### src/rtl/regfile_scoreboard.sv
// regfile_scoreboard: parametrised register file with one-hot write decode and pending-write scoreboard
// Ports:
//   clock, ctrl_reset (sync, active-low)
//   ctrl_writeEnable/ctrl_writeReg/data_writeReg : write port
//   ctrl_issueEnable/ctrl_issueReg               : mark register pending
//   ctrl_readRegA/B -> data_readRegA/B, busy_readRegA/B : combinational read ports
//   busy_vector, busy_count                      : registered scoreboard state
//   write_onehot                                 : registered decode of the last write
// Optional: define REGFILE_BYPASS_EN to forward same-cycle write data to the read ports.
module regfile_scoreboard #(
  parameter int ADDR_W = 5,
  parameter int DATA_W = 32,
  localparam int NUM_REGS = 2**ADDR_W
) (
  input  logic                clock,
  input  logic                ctrl_reset,
  input  logic                ctrl_writeEnable,
  input  logic [ADDR_W-1:0]   ctrl_writeReg,
  input  logic [DATA_W-1:0]   data_writeReg,
  input  logic                ctrl_issueEnable,
  input  logic [ADDR_W-1:0]   ctrl_issueReg,
  input  logic [ADDR_W-1:0]   ctrl_readRegA,
  input  logic [ADDR_W-1:0]   ctrl_readRegB,
  output logic [DATA_W-1:0]   data_readRegA,
  output logic [DATA_W-1:0]   data_readRegB,
  output logic                busy_readRegA,
  output logic                busy_readRegB,
  output logic [NUM_REGS-1:0] busy_vector,
  output logic [ADDR_W:0]     busy_count,
  output logic [NUM_REGS-1:0] write_onehot
);
  logic [DATA_W-1:0]   mem [NUM_REGS];
  logic [NUM_REGS-1:0] write_dec, issue_dec, busy_next;
  logic [DATA_W-1:0]   stored_a, stored_b;
  logic                inc, dec;
  always_comb begin
    write_dec = {{(NUM_REGS-1){1'b0}}, ctrl_writeEnable} << ctrl_writeReg;
    issue_dec = {{(NUM_REGS-1){1'b0}}, ctrl_issueEnable} << ctrl_issueReg;
    // issue beats write on the same register; bit 0 never becomes busy
    busy_next = (issue_dec | (busy_vector & ~write_dec)) & ~{{(NUM_REGS-1){1'b0}}, 1'b1};
    inc = ctrl_issueEnable && ctrl_issueReg != '0 && !busy_vector[ctrl_issueReg];
    dec = ctrl_writeEnable && ctrl_writeReg != '0 && busy_vector[ctrl_writeReg] &&
          !(ctrl_issueEnable && ctrl_issueReg == ctrl_writeReg);
    stored_a = ctrl_readRegA == '0 ? '0 : mem[ctrl_readRegA];
    stored_b = ctrl_readRegB == '0 ? '0 : mem[ctrl_readRegB];
  end
`ifdef REGFILE_BYPASS_EN
  logic hit_a, hit_b;
  always_comb begin
    hit_a = ctrl_writeEnable && ctrl_writeReg != '0 && ctrl_writeReg == ctrl_readRegA;
    hit_b = ctrl_writeEnable && ctrl_writeReg != '0 && ctrl_writeReg == ctrl_readRegB;
    data_readRegA = hit_a ? data_writeReg : stored_a;
    data_readRegB = hit_b ? data_writeReg : stored_b;
    busy_readRegA = hit_a ? ctrl_issueEnable && ctrl_issueReg == ctrl_readRegA : busy_vector[ctrl_readRegA];
    busy_readRegB = hit_b ? ctrl_issueEnable && ctrl_issueReg == ctrl_readRegB : busy_vector[ctrl_readRegB];
  end
`else
  always_comb begin
    data_readRegA = stored_a;
    data_readRegB = stored_b;
    busy_readRegA = busy_vector[ctrl_readRegA];
    busy_readRegB = busy_vector[ctrl_readRegB];
  end
`endif
  always_ff @(posedge clock) begin
    if (!ctrl_reset) begin
      for (int i = 0; i < NUM_REGS; i++) mem[i] <= '0;
      busy_vector  <= '0;
      busy_count   <= '0;
      write_onehot <= '0;
    end else begin
      for (int i = 1; i < NUM_REGS; i++) if (write_dec[i]) mem[i] <= data_writeReg;
      busy_vector  <= busy_next;
      busy_count   <= busy_count + {{ADDR_W{1'b0}}, inc} - {{ADDR_W{1'b0}}, dec};
      write_onehot <= write_dec;
    end
  end
endmodule

### config.mk
export PLATFORM = sky130hd
export DESIGN_NAME = regfile_scoreboard
export DESIGN_NICKNAME = d
export VERILOG_FILES = /design/src/rtl/regfile_scoreboard.sv
export SDC_FILE = /design/constraint.sdc
export NUM_CORES = 2
export LEC_CHECK = 0
export CELL_PAD_IN_SITES_DETAIL_PLACEMENT = 0
export CELL_PAD_IN_SITES_GLOBAL_PLACEMENT = 1
export CORE_ASPECT_RATIO = 0.75
export CORE_UTILIZATION = 50
export CTS_BUF_LIST = sky130_fd_sc_hd__clkbuf_2
export DETAILED_ROUTE_END_ITERATION = 10
export GPL_ROUTABILITY_DRIVEN = 0
export HOLD_SLACK_MARGIN = 0.06
export PLACE_DENSITY_LB_ADDON = 0.05
export SETUP_SLACK_MARGIN = 0.02
export SLEW_MARGIN = 25
export SYNTH_ARGS = -nofsm -noshare
export SYNTH_HDL_FRONTEND = slang
export SYNTH_SLANG_ARGS = --single-unit
### constraint.sdc
create_clock -name clock -period 6.82 [get_ports clock]
set_input_delay 1.364 -clock clock [delete_from_list [all_inputs] [get_ports clock]]
set_output_delay 1.364 -clock clock [all_outputs]
set_load 0.05 [all_outputs]
# After elaboration in Yosys (flattened, before gate mapping)
# Memories as Yosys holds them, arrays and structs flattened.
# Index checks and enable logic that the tools add are counted.
dict set report totals {
  elab_cells 195
  mem_bits_rw 1024
  in_bits 56
  out_inout_bits 136
  reg_bits 70
  memories 1
}
# memory words width read_ports rd_clocked_by_memory_dff wr line
set mem_list {}
lappend mem_list {mem 32 32 2 0 32 32} ;# logic [DATA_W-1:0] mem [NUM_REGS];
dict set report op_classes {
  addsub 2
  n_bitwise 34
  magnitude_cmp 4
  n_mux 135
  n_eq_ne 1
  n_shift 2
  n_reduce_logical 12
}
# op n
set ops {}
lappend ops {{32-bit two-way mux} 33}
lappend ops {{1-bit two-way mux} 98}
lappend ops {{1-bit by 5-bit << shifter with 32-bit output} 2}
lappend ops {{32-bit bitwise AND} 1}
lappend ops {{32-bit NOT} 1}
lappend ops {{32-bit bitwise OR} 1}
lappend ops {{1-bit bitwise OR} 31}
lappend ops {{5-bit by 6-bit < comparator with 1-bit output, second input constant} 4}
lappend ops {{1-bit binary-select mux with 5-bit select} 4}
lappend ops {{5-bit zero test} 2}
lappend ops {{5-bit nonzero test} 2}
lappend ops {{6-bit by 1-bit adder with 6-bit output} 1}
lappend ops {{1-bit logical AND} 6}
lappend ops {{6-bit by 1-bit subtractor with 6-bit output} 1}
lappend ops {{5-bit == test} 1}
lappend ops {{1-bit zero test} 2}

# Depth between registers and ports, before layout
dict set report logic_depth {
  ltp_word 6
  mapped_depth 15
}

# Least setup slack after synthesis
# No wires, ideal clock.
dict set report synth_path {
  path_kind {input to register}
  startpoint {in ctrl_writeReg[0]}
  endpoint {mem mem[31][0], enable pin}
  n_path_buf 3
  t_arrival_ps 4416
  path_slack_ps 1936
  stages 5
  cell_sequence {buf_2 buf_4 nand3_1 clkbuf_1 o21ai_0}
}
# element line
set synth_rtl {}
lappend synth_rtl {{start, declared} 18} ;# input logic [ADDR_W-1:0] ctrl_writeReg,
lappend synth_rtl {{end, declared} 32}

# Worst setup path in the final report
dict set report layout_path {
  startpoint {in ctrl_readRegA[0]}
  endpoint {out data_readRegA[5]}
}
dict set report layout_via {
  elab_chain_len 2
}
# element line
set layout_lines {}
lappend layout_lines {{start, declared} 22} ;# input logic [ADDR_W-1:0] ctrl_readRegA,
lappend layout_lines {{memory 32 x 32 bit or 5-bit zero test (tied branches)} -}
lappend layout_lines {{32-bit two-way mux (*)} 44} ;# stored_a = ctrl_readRegA == '0 ? '0 : mem[ctrl_readRegA];
lappend layout_lines {{end, declared} 24} ;# output logic [DATA_W-1:0] data_readRegA,
# Every way passes the cells marked *; elsewhere a longest branch is shown, timed or not.

==> flow_summary.ini <==
[clock_network]
clk_latency_ns = 1.55
htreeDepth = 5
cts_setup_buffers = 0
numCtsBuffers = 285
path_clk_slew_ns = 0.10
clock-sinks = 1061
cts_hold_buf = 0
ctsResizeCount = 0
clockRootBuffer = clkbuf_2
cts_buffer_depth = 4
tritoncts = built

[floorplan]
die_h_um = 282.0
core-area_um2 = 103400
rows = 102
die_w_um = 375.3
initial_core_util_pct = 50.54
design.die.area_um2 = 105800
ios = 192

[power_and_ir_drop]
power_mw = 14.44
p_seq_share_pct = 53.9
ir_drop_mv = 0.2592
intPower_mw = 10.09
p_switching_mw = 4.353
clkPwrFrac_pct = 29.3
leakagePower_nw = 20.43
p_per_area_nw_per_um2 = 247.8
swShare_pct = 30.14
share_comb_of_total_power_pct = 16.8

[synthesis]
ys_seq_area_share_pct = 59.66
synth_ff_type = edfxtp_1
syn_nets = 3542
syn_avg_cell_area_um2 = 15.02
syn_inst = 3479
syn-cell-area_um2 = 52250
yosysTopAreaCell = edfxtp_1
yosysTopAreaCellShare_pct = 57.01
synth_edf_count = 992
yosys-top-cells-count = edfxtp_1, nor2_1, mux4_2, mux2i_1, clkbuf_1
ys_ff_latch = 1061
synth.distinct_cells = 56
synthTopCellsByArea = edfxtp_1, mux4_2, nor2_1, mux2i_1, dfxtp_1
synth.most_common_cell = edfxtp_1
synthArstFlopShare_pct = 0
ys_warn_count = 0

[drt]
drt-pass1-iter-count = 6
vias_per_cell = 6.613
ant_nets = 0
first_iter_violations = 4404
remaining_drc_errors = 0
totalWireLength_um = 175800
vias = 35220
avgRoutedWirePerCell_um = 33.01

[setup_path]
critical_path_class = input pin to primary output
cp.required_ns = 5.46
crit_chain = buf_8 > buf_4 > mux4_2 > nand2_1 > o21ai_0 > a21oi_1 > o221ai_1 > clkdlybuf4s50_1
worstSetupStartpointType = input pin
cp-end-kind = primary output
cp_data_arrival_time_ns = 4.84
slowest_stage = clkdlybuf4s50_1
ff2ff_setup_slack_ns = 3.40
slowest_delay_ns = 0.76
cp_max_fo = 67

[global_route]
grt_pass1_wl_um = 249800
antenna_found_initial = 10
grt_pass1_vias = 36310
grt_usage_pct = 33.49
grt_max_degree = 100
globalRouteOverflowTotal = 0

[sta]
drv_slew = 0
period_needed_ns = 6.202
fin_crit_sh_pct = 90.94
maxSlewHeadroom_pct = 25.71
whs_ns = 0.4523
setup_tns_ns = 0
hold_viol_final = 0
setup_violations = 0
worst_slew_pin_slew_ns = 1.110
worst_slack_ns = 0.6177
timing.fmax_mhz = 161.2
skew_ns = 0.06052
rsz0062_at_grt = no

[final_layout]
layout.nets = 3843
syn_to_final_growth_pct = 11.55
final_area_um2 = 58280
final_layout_size_suffix_gt1_share_pct = 29.00

[place]
io_buffers = 190
dp_worst_setup_slack_ns = 0.6561
hpwl_um = 103700
postPlaceCellArea_um2 = 55960

[outcome]
status = complete, no violations

[worst_hold_path]
holdCritPathClass = input pin to flip-flop

[job]
maxCapViolations = 0
[worst max-delay path, delay by kind of cell]
kind	cells	cell delay (ns)
buffers and inverters	3	1.89
AO/OA/AOI/OAI	3	0.75
multiplexers	1	0.56
AND/OR/NAND/NOR	1	0.07
[stage by stage]
step | cells | util [%]
after floorplan | 3479 | -
after global placement | 4843 | 54.11
after detailed placement | 4844 | 54.14
after CTS | 5316 | 56.34
after global routing | 5326 | 56.38
final | 5326 | 56.38
[path summary, 6_finish.rpt]
check	startpoint	endpoint	cells after the start
worst min register to register	busy_vector[25]	busy_vector[25]	2
worst min-delay path	ctrl_reset	busy_vector[10]	3
worst max-delay path	ctrl_readRegA[0]	data_readRegA[5]	8
worst max register to register	busy_vector[5]	busy_count[4]	13
[logic make-up after synthesis]
logic type,after synthesis,share of synthesized area (%)
buffers and inverters,378,3.214
adders and majority gates,7,0.1820
DFF,1061,59.66
and+or+nand+nor,875,6.866
other,1,0.007177
xor gates and xnor gates,8,0.1341
muxes,711,24.29
AOI/OAI and AO/OA,438,5.654
[per-layer routing]
layer	vias to the layer above	global-route usage, %	share of wire (%)
met2	2215	51.54	46
met1	18240	46.19	40
met3	365	6.911	10
met5	-	0	0.049
li1	14390	-	-
met4	12	15.47	4.1
[placed cells by master, fill, tap and decap left out, types with 35 or more instances in the layout]
cell type / instances
and2_1: 67
o21ai_0: 45
clkinv_1: 64
clkbuf_2: 398
mux4_2: 434
mux2i_1: 203
o31ai_1: 35
clkdlybuf4s50_1: 147
inv_1: 57
buf_4: 156
o22ai_1: 49
o21ai_1: 68
dfxtp_1: 69
a21oi_1: 38
nor2_1: 587
nand2_1: 135
a22o_1: 66
mux2_2: 69
edfxtp_1: 992
a22oi_1: 65
[area by class of cell]
class / instances / area [µm²]
Multi-Input combinational cell: 2040 / 19680
Antenna cell: 9 / 22.52
Sequential cell: 1061 / 31170
Timing Repair Buffer: 334 / 3216
Clock buffer: 398 / 1992
Tap cell: 1352 / 1692
Clock inverter: 74 / 287.8
Inverter: 58 / 217.7
Fill cell: 8332 / 45090
[flip-flops by register name (all words and copies together), names as in the netlist]
name and count:
write_onehot 32, busy_count 6, busy_vector 31, mem 992
[power by group through the flow]
stage | Clock (mW) | Sequential, mW | Combinational, mW
global route | 4.63 | 7.83 | 2.54
floorplan | 0 | 7.91 | 1.53
detailed placement | 0 | 7.93 | 2.42
global placement | 0 | 7.88 | 2.39
CTS | 4.31 | 7.78 | 2.43
finish | 4.23 | 7.78 | 2.43
Power figures use the tool's default switching activity.
